## src/rtl/vctr_fifo_multiop.sv

```systemverilog
// Two-vector FIFO engine: loads vectors A and B, applies an element-wise operation
// through a 2-stage pipeline, accumulates, and returns results via a FWFT output FIFO.
module vctr_fifo_multiop #(
    parameter int DATA_WIDTH       = 16,
    parameter int HSP_BANDS_WIDTH  = 3,
    localparam int OUT_WIDTH       = 2 * DATA_WIDTH,
    localparam int ACC_WIDTH       = OUT_WIDTH + HSP_BANDS_WIDTH
) (
    input  logic                       clk,
    input  logic                       rst_n,
    input  logic                       start,
    input  logic [1:0]                 mode,
    input  logic [HSP_BANDS_WIDTH:0]   hsp_bands,
    input  logic                       data_in_en,
    input  logic [DATA_WIDTH-1:0]      data_in,
    input  logic                       data_out_en,
    output logic [OUT_WIDTH-1:0]       data_out,
    output logic                       data_out_valid,
    output logic [ACC_WIDTH-1:0]       acc_out,
    output logic                       idle,
    output logic                       ready,
    output logic                       done
);
    localparam int DEPTH = 2 ** HSP_BANDS_WIDTH;
    localparam int CW    = HSP_BANDS_WIDTH + 1;
    localparam logic [CW-1:0]              DEPTH_C = CW'(DEPTH);
    localparam logic [CW-1:0]              ONE_C   = CW'(1);
    localparam logic [HSP_BANDS_WIDTH-1:0] PTR_ONE = HSP_BANDS_WIDTH'(1);

    typedef enum logic [2:0] {
        ST_IDLE      = 3'd0,
        ST_READ_A    = 3'd1,
        ST_READ_B    = 3'd2,
        ST_OPERATION = 3'd3,
        ST_DONE      = 3'd4
    } state_t;

    state_t                     state_q, state_d;
    logic [1:0]                 mode_q, mode_d;
    logic [CW-1:0]              n_q, n_d;
    logic [CW-1:0]              wcnt_q, wcnt_d;
    logic [CW-1:0]              rcnt_q, rcnt_d;
    logic                       s1_vld_q;
    logic [DATA_WIDTH-1:0]      s1_a_q, s1_b_q;
    logic [HSP_BANDS_WIDTH-1:0] o_wptr_q, o_rptr_q;
    logic [CW-1:0]              o_cnt_q, o_cnt_d;
    logic [ACC_WIDTH-1:0]       acc_q, acc_d;
    logic                       wr_a_s, wr_b_s, pop_ab_s, wr_o_s, pop_o_s;
    logic [OUT_WIDTH-1:0]       res_s;

    logic [DATA_WIDTH-1:0] mem_a [DEPTH];
    logic [DATA_WIDTH-1:0] mem_b [DEPTH];
    logic [OUT_WIDTH-1:0]  mem_o [DEPTH];

    // Element-wise operation; operands are zero-extended so no result can wrap.
    function automatic logic [OUT_WIDTH-1:0] calc_result(
        input logic [1:0]            op,
        input logic [DATA_WIDTH-1:0] a,
        input logic [DATA_WIDTH-1:0] b
    );
        logic [DATA_WIDTH-1:0] diff;
        diff = (a >= b) ? (a - b) : (b - a);
        case (op)
            2'd0:    calc_result = OUT_WIDTH'(a) + OUT_WIDTH'(b);
            2'd1:    calc_result = OUT_WIDTH'(diff);
            2'd2:    calc_result = OUT_WIDTH'(diff) * OUT_WIDTH'(diff);
            2'd3:    calc_result = OUT_WIDTH'(a) * OUT_WIDTH'(b);
            default: calc_result = '0;
        endcase
    endfunction

    // Sequencing: job latch, vector load counters, pipeline pop and result drain.
    always_comb begin
        state_d  = state_q;
        mode_d   = mode_q;
        n_d      = n_q;
        wcnt_d   = wcnt_q;
        rcnt_d   = rcnt_q;
        wr_a_s   = 1'b0;
        wr_b_s   = 1'b0;
        pop_ab_s = 1'b0;
        pop_o_s  = 1'b0;
        case (state_q)
            ST_IDLE: begin
                if (start) begin
                    state_d = ST_READ_A;
                    mode_d  = mode;
                    n_d     = ((hsp_bands == '0) || (hsp_bands > DEPTH_C)) ? DEPTH_C : hsp_bands;
                    wcnt_d  = '0;
                    rcnt_d  = '0;
                end else begin
                    state_d = ST_IDLE;
                end
            end
            ST_READ_A: begin
                if (data_in_en) begin
                    wr_a_s = 1'b1;
                    if (wcnt_q == n_q - ONE_C) begin
                        wcnt_d  = '0;
                        state_d = ST_READ_B;
                    end else begin
                        wcnt_d = wcnt_q + ONE_C;
                    end
                end else begin
                    wcnt_d = wcnt_q;
                end
            end
            ST_READ_B: begin
                if (data_in_en) begin
                    wr_b_s = 1'b1;
                    if (wcnt_q == n_q - ONE_C) begin
                        wcnt_d  = '0;
                        state_d = ST_OPERATION;
                    end else begin
                        wcnt_d = wcnt_q + ONE_C;
                    end
                end else begin
                    wcnt_d = wcnt_q;
                end
            end
            ST_OPERATION: begin
                if (rcnt_q != n_q) begin
                    pop_ab_s = 1'b1;
                    rcnt_d   = rcnt_q + ONE_C;
                end else begin
                    rcnt_d = rcnt_q;
                end
                // The Nth result is written on this edge, so leave now.
                if (s1_vld_q && (o_cnt_q == n_q - ONE_C)) begin
                    state_d = ST_DONE;
                end else begin
                    state_d = ST_OPERATION;
                end
            end
            ST_DONE: begin
                if (data_out_en && (o_cnt_q != '0)) begin
                    pop_o_s = 1'b1;
                    if (o_cnt_q == ONE_C) begin
                        state_d = ST_IDLE;
                    end else begin
                        state_d = ST_DONE;
                    end
                end else begin
                    state_d = ST_DONE;
                end
            end
            default: state_d = ST_IDLE;
        endcase
    end

    // Pipeline stage 2: result, accumulator and output FIFO occupancy.
    always_comb begin
        res_s   = calc_result(mode_q, s1_a_q, s1_b_q);
        wr_o_s  = s1_vld_q;
        acc_d   = acc_q;
        o_cnt_d = o_cnt_q;
        if ((state_q == ST_IDLE) && start) begin
            acc_d = '0;
        end else if (wr_o_s) begin
            acc_d = acc_q + ACC_WIDTH'(res_s);
        end else begin
            acc_d = acc_q;
        end
        if (wr_o_s) begin
            o_cnt_d = o_cnt_q + ONE_C;
        end else if (pop_o_s) begin
            o_cnt_d = o_cnt_q - ONE_C;
        end else begin
            o_cnt_d = o_cnt_q;
        end
    end

    // Control and pipeline registers with asynchronous reset.
    always_ff @(posedge clk or negedge rst_n) begin
        if (!rst_n) begin
            state_q  <= ST_IDLE;
            mode_q   <= 2'd0;
            n_q      <= '0;
            wcnt_q   <= '0;
            rcnt_q   <= '0;
            s1_vld_q <= 1'b0;
            s1_a_q   <= '0;
            s1_b_q   <= '0;
            o_wptr_q <= '0;
            o_rptr_q <= '0;
            o_cnt_q  <= '0;
            acc_q    <= '0;
        end else begin
            state_q  <= state_d;
            mode_q   <= mode_d;
            n_q      <= n_d;
            wcnt_q   <= wcnt_d;
            rcnt_q   <= rcnt_d;
            s1_vld_q <= pop_ab_s;
            if (pop_ab_s) begin
                s1_a_q <= mem_a[rcnt_q[HSP_BANDS_WIDTH-1:0]];
                s1_b_q <= mem_b[rcnt_q[HSP_BANDS_WIDTH-1:0]];
            end
            if (wr_o_s) begin
                o_wptr_q <= o_wptr_q + PTR_ONE;
            end
            if (pop_o_s) begin
                o_rptr_q <= o_rptr_q + PTR_ONE;
            end
            o_cnt_q  <= o_cnt_d;
            acc_q    <= acc_d;
        end
    end

    // Storage arrays; occupancy is tracked by the pointers above, so no reset needed.
    always_ff @(posedge clk) begin
        if (wr_a_s) begin
            mem_a[wcnt_q[HSP_BANDS_WIDTH-1:0]] <= data_in;
        end
        if (wr_b_s) begin
            mem_b[wcnt_q[HSP_BANDS_WIDTH-1:0]] <= data_in;
        end
        if (wr_o_s) begin
            mem_o[o_wptr_q] <= res_s;
        end
    end

    assign data_out       = mem_o[o_rptr_q];
    assign data_out_valid = (state_q == ST_DONE) && (o_cnt_q != '0);
    assign acc_out        = acc_q;
    assign idle           = (state_q == ST_IDLE);
    assign ready          = (state_q == ST_READ_A) || (state_q == ST_READ_B);
    assign done           = (state_q == ST_DONE);

endmodule
```

## config.mk

```make
export PLATFORM = sky130hd
export DESIGN_NAME = vctr_fifo_multiop
export DESIGN_NICKNAME = d
export VERILOG_FILES = /design/src/rtl/vctr_fifo_multiop.sv
export SDC_FILE = /design/constraint.sdc
export NUM_CORES = 2
export LEC_CHECK = 0
export ABC_AREA = 1
export ABC_CLOCK_PERIOD_IN_PS = 13300
export CAP_MARGIN = 10
export CORE_ASPECT_RATIO = 0.9
export CORE_UTILIZATION = 25
export CTS_BUF_LIST = sky130_fd_sc_hd__clkbuf_4 sky130_fd_sc_hd__clkbuf_8
export DETAILED_ROUTE_END_ITERATION = 6
export PLACE_DENSITY = 0.37
export SLEW_MARGIN = 20
export SYNTH_ARGS = -nofsm -noshare
export SYNTH_HDL_FRONTEND = slang
export SYNTH_SLANG_ARGS = --single-unit
```

## constraint.sdc

```tcl
create_clock -name clk -period 13.3 [get_ports clk]
set_input_delay 2.66 -clock clk [delete_from_list [all_inputs] [get_ports clk]]
set_output_delay 2.66 -clock clk [all_outputs]
set_load 0.01 [all_outputs]
```

==> flow_summary_export.csv <==
group,metric,value,unit
status,status,"completed",
clock_tree,clk_root_buffer_cell,"clkbuf_8",
synthesis,ys_ff_latch,607,
cells_and_area,drive_above_1_share,7.767,%
detailed_routing,drc,0,
sta,holdWs,0.5310,ns
sta,skew,0.07739,ns
floorplan,core_region_area,179000,um^2
job,max_cap_violations,0,
min_path,hold_class,"flop to flop",
synthesis,syn_avg_cell_area,9.086,um^2
sta,fin_crit_sh,81.41,%
detailed_routing,via_per_inst,4.553,
clock_tree,cts_setup_buffers,0,
sta,tns,0,ns
clock_tree,cts_buffer_depth,3,
setup_path,critPathKind,"flop to flop",
clock_tree,ctsHoldBuffers,0,
clock_tree,cts.htree.levels,3,
sta,rsz0062_at_grt,"false",
floorplan,die_w,450.0,um
setup_path,slowest_delay,0.91,ns
setup_path,critPathRequiredTime,13.96,ns
place,gp_congestion,0.9182,
synthesis,synth_area_leaders,"edfxtp_1, fa_1, ha_1, nand2_1, inv_1",
detailed_routing,first_pass_iters,5,
sta,setup_viol_count_final,0,
sta,min_period,10.83,ns
global_routing,grt.overflow.total,0,
setup_path,arrival,11.49,ns
floorplan,rows,147,
detailed_routing,post_drt_wl_per_cell,21.06,um
synthesis,yosysMostFrequentCell,"nand2_1",
setup_path,crit_path_end_kind,"flop",
cells_and_area,fin_nets,5713,
setup_path,cp-start-kind,"flop",
floorplan,dieArea,182400,um^2
setup_path,cp.buffers_inverters,9,
global_routing,grt_pass1_wl,233800,um
synthesis,synth_flop_cell,"edfxtp_1",
clock_tree,clock_latency,0.84,ns
cells_and_area,fillers,19060,
synthesis,yosysSeqAreaShare,39.30,%
setup_path,worst-path-max-fanout,19,
global_routing,track_usage,17.24,%
sta,max_slew_margin,25.98,%
synthesis,yosysWarnings,0,
synthesis,synth-edff-count,512,
sta,drv_slew,0,
global_routing,antenna_found_initial,6,
synthesis,synthCells,4971,
floorplan,chipHeight,405.2,um
synthesis,yosysUniqueCellTypes,58,
clock_tree,clock-sinks,607,
clock_tree,ctsResizeCount,0,
synthesis,syn_area,45170,um^2
detailed_routing,vias,34210,
clock_tree,cts_tree,"built",
cells_and_area,utilization,28.58,%
setup_path,slowest_stage,"dfrtp_1",
global_routing,grt_pass1_vias,34800,
sta,worst_slew_pin_slew,1.103,ns
clock_tree,clkTransAtPathRegs,0.07,ns
clock_tree,cts_buffers,105,
synthesis,synth_top_cell_by_area,"edfxtp_1",
synthesis,syn-num-nets,5648,
global_routing,grt_max_degree,83,
sta,clock.fmax,0.09236,GHz
sta,setup_ws,2.472,ns
detailed_routing,ant_nets,0,
setup_path,path_delay_family,"adder cells",
place,numPortBuffers,97,
synthesis,synthTopCellsByCount,"nand2_1, inv_1, nor2_1, edfxtp_1, o21ai_0",
synthesis,synth_top_area_share,34.04,%
detailed_routing,drt_iter0_markers,2187,
detailed_routing,drt_wl_total,158200,um
sta,hold_violations,0,
cells_and_area,syn_to_final_growth,13.26,%
synthesis,synthArstFlopShare,15.65,%
floorplan,io_pins,98,
place,dpl_worst_slack,2.591,ns
floorplan,start_util,25.24,%
place,dpl.hpwl,112300,um
[sequential cells by signal, indices dropped and copies added (netlist names)]
name	count
mem_o	256
mem_a	128
mem_b	128
acc_out	35
s1_a_q	16
s1_b_q	16
n_q	4
o_cnt_q	4
rcnt_q	4
wcnt_q	4
o_rptr_q	3
o_wptr_q	3
state_q	3
mode_q	2
s1_vld_q	1
[area by class of cell]
type                            count  area (um^2)  share of cell area, %
Antenna cell                        6        15.01                0.02935
Clock buffer                      158         1887                  3.688
Clock inverter                     37        330.3                 0.6457
Inverter                          835         3149                  6.156
Multi-Input combinational cell   3318        23520                  45.98
Sequential cell                   607        17760                  34.72
Tap cell                         2384         2983                  5.831
Timing Repair Buffer              169         1509                  2.950
[stage by stage]
step                      instances  area (um^2)
after global routing           7511        51150
final                          7514        51160
after floorplan                4971        45170
after detailed placement       7313        48920
after global placement         7313        48920
after CTS                      7508        51140
[routing by layer]
| layer | vias up | share of wire (%) | GRT usage [%] |
|---|---|---|---|
| met5 | - | 0.017 | 0 |
| met4 | 4 | 2.1 | 4.470 |
| met3 | 143 | 3.6 | 2.188 |
| met2 | 675 | 46 | 27.68 |
| met1 | 17110 | 49 | 24.36 |
| li1 | 16280 | - | - |
[path summary, 6_finish.rpt]
path	from	end	slack, ns	depth (start not counted)
hold reg to reg	o_rptr_q[2]	o_rptr_q[2]	0.53	2
setup / recovery	s1_a_q[2]	acc_out[31]	2.47	42
min in group asynchronous	rst_n	s1_a_q[5]	1.88	1
hold / removal	o_rptr_q[2]	o_rptr_q[2]	0.53	2
setup reg to reg	s1_a_q[2]	acc_out[31]	2.47	42
max in group asynchronous	rst_n	o_rptr_q[0]	9.94	2
[placed cells by master, fill, tap and decap left out, types with 10 or more instances in the layout]
master,instances
clkdlybuf4s50_1,96
fa_1,360
nand2_1,832
nand4_1,18
inv_1,789
xor2_1,51
nand2_2,18
o21ai_0,427
nand3_1,107
xnor2_1,18
a21o_1,20
a31oi_1,80
buf_4,73
nor2_1,621
o22ai_1,99
dfrtp_1,91
inv_2,35
ha_1,290
clkbuf_4,46
nor3_1,25
clkbuf_8,112
nor2_4,32
a21oi_1,198
clkinv_1,19
clkinv_2,11
o21ai_1,10
nor2_2,15
edfxtp_1,512
nand2_4,10
[worst reg2reg max path, delay by kind of cell, from the launching register on]
family,cells,cell delay [ns]
AO/OA/AOI/OAI,9,2.45
adder cells (fa/ha/maj),9,4.33
buffers and inverters,9,0.80
flip-flops,1,0.91
AND/OR/NAND/NOR,15,2.15
[logic make-up after synthesis]
group,share of synthesized area [%]
flip-flops,39.30
buffers and inverters,9.033
AO/OA/AOI/OAI,10.87
adder cells (fa/ha/maj),23.99
multiplexers,0.04432
XOR/XNOR,1.338
AND/OR/NAND/NOR,15.42
Power is not shown: default switching activity piles up to over one toggle a cycle in this logic, so the estimate is an artifact.
